==> src/rtl/stream_demux_if.sv <==
// stream_demux_if: input stream plus two output streams of the 1-to-2 stream demultiplexer.
interface stream_demux_if #(parameter int Width = 16);
  logic [Width-1:0] s_data;
  logic             s_sel;
  logic             s_valid;
  logic             s_ready;
  logic [Width-1:0] m0_data;
  logic             m0_valid;
  logic             m0_ready;
  logic [Width-1:0] m1_data;
  logic             m1_valid;
  logic             m1_ready;
  modport master (
    output s_data, s_sel, s_valid, m0_ready, m1_ready,
    input  s_ready, m0_data, m0_valid, m1_data, m1_valid
  );
  modport slave (
    input  s_data, s_sel, s_valid, m0_ready, m1_ready,
    output s_ready, m0_data, m0_valid, m1_data, m1_valid
  );
endinterface

==> src/rtl/stream_demux.sv <==
// stream_demux: 1-to-2 valid/ready demux with a 2-entry elastic buffer per output.
// Defining STREAM_DEMUX_STATS_EN adds saturating per-output transfer counters.
module stream_demux #(
  parameter int Width = 16
) (
  input logic           clk_i,
  input logic           rst_ni,
  stream_demux_if.slave bus
`ifdef STREAM_DEMUX_STATS_EN
  ,
  output logic [15:0]   m0_count_o,
  output logic [15:0]   m1_count_o
`endif
);
  typedef enum logic [1:0] {EMPTY, ONE, FULL} occ_t;
  logic [1:0]            push, pop, valid, full;
  logic [1:0][Width-1:0] data;
  // Ready looks only at the selected channel's occupancy, never at consumer readies.
  assign bus.s_ready  = ~full[bus.s_sel];
  assign push         = {bus.s_sel, ~bus.s_sel} & {2{bus.s_valid & bus.s_ready}};
  assign pop          = valid & {bus.m1_ready, bus.m0_ready};
  assign bus.m0_valid = valid[0];
  assign bus.m1_valid = valid[1];
  assign bus.m0_data  = data[0];
  assign bus.m1_data  = data[1];
`ifdef STREAM_DEMUX_STATS_EN
  logic [1:0][15:0] count;
  assign m0_count_o = count[0];
  assign m1_count_o = count[1];
`endif
  for (genvar k = 0; k < 2; k++) begin : g_ch
    occ_t             state, state_nxt;
    logic [Width-1:0] head, tail, head_nxt, tail_nxt;
    logic             v, f;
    always_ff @(posedge clk_i or negedge rst_ni)
      if (!rst_ni) begin
        state <= EMPTY;
        head  <= '0;
        tail  <= '0;
      end else begin
        state <= state_nxt;
        head  <= head_nxt;
        tail  <= tail_nxt;
      end
    // Head is zeroed on the last pop so the output reads zero whenever empty.
    always_comb begin
      state_nxt = state;
      head_nxt  = head;
      tail_nxt  = tail;
      case (state)
        EMPTY: if (push[k]) begin
          state_nxt = ONE;
          head_nxt  = bus.s_data;
        end
        ONE: if (push[k] && pop[k]) head_nxt = bus.s_data;
        else if (push[k]) begin
          state_nxt = FULL;
          tail_nxt  = bus.s_data;
        end else if (pop[k]) begin
          state_nxt = EMPTY;
          head_nxt  = '0;
        end
        FULL: if (pop[k]) begin
          state_nxt = ONE;
          head_nxt  = tail;
        end
        default: state_nxt = EMPTY;
      endcase
    end
    always_comb begin
      v = state != EMPTY;
      f = state == FULL;
    end
    assign valid[k] = v;
    assign full[k]  = f;
    assign data[k]  = head;
`ifdef STREAM_DEMUX_STATS_EN
    logic [15:0] cnt;
    always_ff @(posedge clk_i or negedge rst_ni)
      if (!rst_ni) cnt <= '0;
      else if (pop[k] && cnt != 16'hFFFF) cnt <= cnt + 16'd1;
    assign count[k] = cnt;
`endif
  end
endmodule
==> src/flat_wrapper.sv <==
// flat-port wrapper written by rule: the top's interface ports become plain ports
module stream_demux_flat 
#(
  parameter int Width = 16
)
  (clk_i, rst_ni, bus_s_data, bus_s_sel, bus_s_valid, bus_m0_ready, bus_m1_ready, bus_s_ready, bus_m0_data, bus_m0_valid, bus_m1_data, bus_m1_valid);
  stream_demux_if #(.Width(Width)) bus_i ();
  input logic clk_i;
  input logic rst_ni;
  input wire logic [$bits(bus_i.s_data)-1:0] bus_s_data;
  input wire logic [$bits(bus_i.s_sel)-1:0] bus_s_sel;
  input wire logic [$bits(bus_i.s_valid)-1:0] bus_s_valid;
  input wire logic [$bits(bus_i.m0_ready)-1:0] bus_m0_ready;
  input wire logic [$bits(bus_i.m1_ready)-1:0] bus_m1_ready;
  output wire logic [$bits(bus_i.s_ready)-1:0] bus_s_ready;
  output wire logic [$bits(bus_i.m0_data)-1:0] bus_m0_data;
  output wire logic [$bits(bus_i.m0_valid)-1:0] bus_m0_valid;
  output wire logic [$bits(bus_i.m1_data)-1:0] bus_m1_data;
  output wire logic [$bits(bus_i.m1_valid)-1:0] bus_m1_valid;
  assign bus_i.s_data = bus_s_data;
  assign bus_i.s_sel = bus_s_sel;
  assign bus_i.s_valid = bus_s_valid;
  assign bus_i.m0_ready = bus_m0_ready;
  assign bus_i.m1_ready = bus_m1_ready;
  assign bus_s_ready = bus_i.s_ready;
  assign bus_m0_data = bus_i.m0_data;
  assign bus_m0_valid = bus_i.m0_valid;
  assign bus_m1_data = bus_i.m1_data;
  assign bus_m1_valid = bus_i.m1_valid;
  stream_demux #(.Width(Width)) u_core (.clk_i(clk_i), .rst_ni(rst_ni), .bus(bus_i));
endmodule
==> config.mk <==
export PLATFORM = sky130hd
export DESIGN_NAME = stream_demux_flat
export DESIGN_NICKNAME = d
export VERILOG_FILES = /design/src/rtl/stream_demux_if.sv /design/src/rtl/stream_demux.sv /design/src/flat_wrapper.sv
export SDC_FILE = /design/constraint.sdc
export NUM_CORES = 1
export LEC_CHECK = 0
export CAP_MARGIN = 25
export CORE_UTILIZATION = 42
export CTS_CLUSTER_SIZE = 25
export DETAILED_ROUTE_END_ITERATION = 10
export PLACE_DENSITY = 0.72
export SYNTH_ARGS = -nofsm -noshare
export SYNTH_HDL_FRONTEND = slang
export SYNTH_SLANG_ARGS = --single-unit
==> constraint.sdc <==
create_clock -name clk_i -period 2.1 [get_ports clk_i]
set_clock_uncertainty 0.05 [all_clocks]
set_input_delay 0.42 -clock clk_i [delete_from_list [all_inputs] [get_ports clk_i]]
set_output_delay 0.42 -clock clk_i [all_outputs]
set_load 0.02 [all_outputs]
# Yosys cells after proc, flatten, opt, wreduce, memory -nomap -nowiden
# Index checks and enable logic that the tools add are counted.
[totals]
ff_bits = 68
input_bits = 22
out_inout_bits = 35
wordCells = 70
[op_classes]
n_lt_le_gt_ge = 1
eq_ne = 16
n_mux = 26
bitwise = 7
reduce_logical = 14
[op_table]
columns = ["operator", "n"]
rows = [
  ["16-bit 2-to-1 mux", 10],
  ["16-bit case mux with 3 select lines", 2],
  ["2-bit 2-to-1 mux", 10],
  ["3-bit by 1-bit inequality test with 1-bit output (second input constant)", 4],
  ["2-bit case mux with 3 select lines", 2],
  ["5-bit AND reduction", 2],
  ["2-bit by 1-bit inequality test with 1-bit output (second input constant)", 4],
  ["4-bit AND reduction", 2],
  ["3-bit inequality test (second input constant)", 2],
  ["3-bit AND reduction", 2],
  ["3-bit nonzero test", 2],
  ["2-bit AND", 2],
  ["2-bit by 1-bit == test with 1-bit output (second input constant)", 2],
  ["2-bit == test (second input constant)", 2],
  ["2-bit logical NOT", 2],
  ["2-bit inequality test (second input constant)", 2],
  ["1-bit NOT", 4],
  ["2-bit nonzero test", 2],
  ["1-bit logical AND", 2],
  ["1-bit by 2-bit less-than comparator with 1-bit output (second input constant)", 1],
  ["1-bit 2-to-1 mux", 2],
  ["1-bit AND", 1],
]

# Longest topological paths before layout
[depth]
ltp_word = 9
ltp_mapped = 8
mapped_depth_nobuf = 6

# Worst setup path after synthesis
# Ideal clock, no wire load.
[synth_timing]
kind = "flip-flop to flip-flop"
from = "register u_core.g_ch[1].state[0]"
to = "register u_core.g_ch[1].head[13], in the netlist u_core.bus.m1_data[13]"
setup_ns = 0.128
arrival_ns = 1.882
t_required_ns = 1.922
setup_slack_ns = 0.041
stages_incl_launch_ff = 8
path_cell_list = "dfrtp_1 -> inv_1 -> ha_1 -> and2_1 -> clkbuf_1 -> clkbuf_1 -> a221o_1 -> mux2_1"
[synth_via]
elab_chain_cells = 9
word_cells_on_any_way = 19
classes_between = "eq/ne: 6; mux: 4; bitwise: 4; reduce/logical: 5"
[synth_rtl]
columns = ["item", "line", "source"]
rows = [
  ["start: declaration", "stream_demux.sv:32", "occ_t state, state_nxt;"],
  ["start signal: assignment", "stream_demux.sv:41", "state <= state_nxt;"],
  ["2-bit == test", "stream_demux.sv:50, stream_demux.sv:72", ""],
  ["1-bit 2-to-1 mux (not written as such) (2 in a row)", "stream_demux.sv:19", "assign bus.s_ready = ~full[bus.s_sel];"],
  ["1-bit NOT", "stream_demux.sv:19", ""],
  ["1-bit AND", "stream_demux.sv:20", "assign push = {bus.s_sel, ~bus.s_sel} & {2{bus.s_valid & bus.s_ready}};"],
  ["2-bit AND", "stream_demux.sv:20", ""],
  ["1-bit logical AND", "stream_demux.sv:55", "ONE: if (push[k] && pop[k]) head_nxt = bus.s_data;"],
  ["3-bit inequality test (no source line), or another cell as far along", "-", ""],
  ["5-bit AND reduction (no source line) / 16-bit case mux with 3 select lines (equally long branches)", "-", ""],
  ["end signal: assignment", "stream_demux.sv:42", "head <= head_nxt;"],
  ["end: declaration", "stream_demux.sv:33", "logic [Width-1:0] head, tail, head_nxt, tail_nxt;"],
]
# Parallel ways exist; a longest one is shown, timed or not. The select of a mux whose other input is x is not followed.
# A chain may end at the register's enable or synchronous reset.

# Worst setup path after layout
[layout_timing]
from = "register u_core.g_ch[1].state[0]"
to = "output bus_s_ready"
[layout_via]
elab_chain_cells = 4
[layout_rtl]
columns = ["item", "line", "source"]
rows = [
  ["2-bit == test", "stream_demux.sv:72", "f = state == FULL;"],
  ["1-bit 2-to-1 mux (not written as such) (2 in a row)", "stream_demux.sv:19", ""],
  ["1-bit NOT", "stream_demux.sv:19", ""],
  ["end: declaration", "flat_wrapper.sv:15", "output wire logic [$bits(bus_i.s_ready)-1:0] bus_s_ready;"],
]
# No other way between the ends. The select of a mux whose other input is x is not followed.

==> impl_metrics.env <==
export IMPL_cts_tree="yes"
export IMPL_slew_headroom_pct=58.3
export IMPL_syn_avg_cell_area_um2=12.9
export IMPL_clock_sinks=68
export IMPL_die_area_um2=8480
export IMPL_synth_xor_area_share_pct=0.257
export IMPL_clock_latency_ps=330
export IMPL_synth_compound_area_share_pct=12.5
export IMPL_rsz0062_at_grt="false"
export IMPL_place_inst=432
export IMPL_synth_top_family_by_area="multiplexers"
export IMPL_yosys_register_bits=68
export IMPL_cts_root_buffer="clkbuf_8"
export IMPL_die_x_um=92.1
export IMPL_synth_largest_area_cell="dfrtp_1"
export IMPL_critical_path_arrival_ps=1540
export IMPL_hold_violations=0
export IMPL_rows=32
export IMPL_rr_worst_depth=7
export IMPL_antenna_cells=0
export IMPL_overflow=0
export IMPL_gp_congestion=0.863
export IMPL_p_leak_nw=1.94
export IMPL_fillers=648
export IMPL_syn2layout_area_growth_pct=31.5
export IMPL_start_util_pct=43.7
export IMPL_ff2ff_setup_slack_ps=100
export IMPL_tightestPinTransition_ps=626
export IMPL_synth_top_area_share_pct=49.9
export IMPL_synth_nets=296
export IMPL_clock_path_buffers=2
export IMPL_setup_slack_ps=86.2
export IMPL_dieHeight_um=92.1
export IMPL_path_clk_slew_ps=80
export IMPL_antenna_found_initial=0
export IMPL_layout_drive_gt1_share_pct=32.9
export IMPL_async_flop_share_pct=100
export IMPL_core_um2=7810
export IMPL_start_kind="flip-flop"
export IMPL_yosys_most_used_dff="dfrtp_1"
export IMPL_ys_types=30
export IMPL_vdd_ir_drop_worst_mv=0.872
export IMPL_placed_cell_area_um2=4240
export IMPL_path_delay_family="buffers and inverters"
export IMPL_cp_depth=4
export IMPL_final_setup_viol_count=0
export IMPL_crit_path_max_incr_delay_ps=440
export IMPL_first_global_vias=2424
export IMPL_synth_commonest_cells="68 x dfrtp_1, 61 x mux2_2, 36 x nor2b_1"
export IMPL_path_class="flip-flop to primary output"
export IMPL_track_usage_pct=18.5
export IMPL_routedWlPerCell_um=16.4
export IMPL_finalCritPeriodShare_pct=95.9
export IMPL_cp_slowest_cell="dfrtp_1"
export IMPL_fin_area_um2=4480
export IMPL_synthAdderAreaFrac_pct=3.67
export IMPL_path_buf_inv=2
export IMPL_critPathMaxFanout=8
export IMPL_final_max_slew_viol_count=0
export IMPL_synthSimpleGateAreaFrac_pct=9.54
export IMPL_yosysSeqAreaShare_pct=49.9
export IMPL_drt_iter0_drc=136
export IMPL_route_detailed_drc=0
export IMPL_drv_cap=0
export IMPL_fin_nets=373
export IMPL_crit_chain="inv_2, ha_4, mux2i_1, dlygate4sd2_1"
export IMPL_cp_required_ps=1630
export IMPL_ys_warn_count=0
export IMPL_via_count=2416
export IMPL_synth_edff_count=0
export IMPL_yosysMostFrequentCell="dfrtp_1"
export IMPL_status="completed"
export IMPL_ioPinCount=57
export IMPL_numPortBuffers=56
export IMPL_grt_max_degree=69
export IMPL_htree_levels=3
export IMPL_dr_pass1_iters=4
export IMPL_powerDensity_nw_per_um2=1670
export IMPL_syn_area_um2=3410
export IMPL_postRouteAntennaNets=0
export IMPL_dp_hpwl_mm=5.14
export IMPL_clock_fmax_ghz=0.497
export IMPL_instances_no_fill=448
export IMPL_synthTopCellsByArea="dfrtp_1 50%, mux2_2 20%, a221o_1 9.4%"
export IMPL_place_ws_ps=-160
export IMPL_post_route_min_period_ps=2010
export IMPL_grt_pass1_wl_mm=12.1
export IMPL_routed_wirelength_mm=7.36
export IMPL_avgViaCountPerCell=5.39
export IMPL_min_path_type="input port to asynchronous set/reset pin"
export IMPL_cts_buffers=9
export IMPL_worstSetupEndpointType="primary output"
export IMPL_netlist_instances=264
export IMPL_synth_area_mux_share_pct=21.4
==> power breakdown <==
| part | switching, mW | internal [mW] |
|---|---|---|
| combinational | 1.79 | 2.21 |
| sequential | 0.367 | 1.97 |
| clock | 0.514 | 0.616 |
| total | 2.67 | 4.79 |
==> worst register-to-register path, cell delays in order (launching register included) <==
cell and delay (ps):
dfrtp_1 440, inv_2 150, ha_4 190, nand4b_1 160, nor2_1 80, buf_4 170
a221o_1 380, mux2_2 270
==> final timing paths <==
path                                      endpoint               startpoint
setup reg to reg             u_core.bus.m1_data[2]  u_core.g_ch[1].state[0]
min in group clk_i          u_core.bus.m1_data[14]   u_core.bus.m1_data[14]
hold reg to reg             u_core.bus.m1_data[14]   u_core.bus.m1_data[14]
max in group asynchronous  u_core.g_ch[1].state[1]                   rst_ni
setup / recovery                       bus_s_ready  u_core.g_ch[1].state[0]
hold / removal              u_core.bus.m1_data[15]                   rst_ni
==> layer usage <==
metal	vias up	GRT usage (%)	wire length (µm)
met1	1222	24.2	3400
li1	1137	-	-
met4	0	7.94	62
met2	51	29.7	3620
met3	6	3.81	287
met5	-	0	0
==> timing repair <==
action | in CTS | in global routing
setup endpoints to repair | 7 | 34
gates cloned | 0 | 0
resized for setup | 4 | 11
setup buffers | 0 | 0
hold buffers | 0 | 0
==> logic make-up (layout without fill, tap and decap cells) <==
kind of cell             Yosys count  after routing
AND/OR/NAND/NOR                   54             54
multiplexers                      65             65
AO/OA/AOI/OAI                     46             46
adder cells (fa/ha/maj)           10             10
XOR/XNOR                           1              1
flip-flops                        68             68
buffers and inverters             20            102
==> state kept, by name, summed over array words and instances, names as in the netlist <==
| signal | flops |
|---|---|
| u_core.g_ch.state | 4 |
| u_core.g_ch.tail | 32 |
| u_core.bus.m1_data | 16 |
| u_core.bus.m0_data | 16 |
==> placed cells by master, fill, tap and decap left out, types with 3 or more instances in the layout <==
cell,instances
a221o_1,32
inv_1,5
buf_4,20
dfrtp_1,67
a21oi_1,3
clkbuf_8,11
clkdlybuf4s50_1,52
buf_12,3
nand2_1,3
mux2_1,3
dlygate4sd2_1,3
ha_1,6
nor2b_1,35
mux2_2,61
nor2_1,4
==> per-stage QoR <==
step           utilization (%)  hold WS, ps  TNS (ps)  total power, mW
2_1_floorplan                -         74.4         0             4.83
3_3_place_gp              54.3          418     -3920             6.20
3_5_place_dp              54.3          421     -4970             6.34
4_1_cts                   57.0         50.9         0             7.46
5_1_grt                   57.4         56.0         0             7.95
6_report                  57.4         27.5         0             7.47
==> area by class of cell <==
cell class	count	area (µm²)	area share (%)
Sequential cell	68	1700	38.0
Multi-Input combinational cell	176	1650	36.9
Timing Repair Buffer	79	762	17.0
Clock buffer	11	151	3.38
Tap cell	102	128	2.85
Clock inverter	5	60.1	1.34
Inverter	7	26.3	0.586
Note: power is estimated with default switching activity, not from simulation.
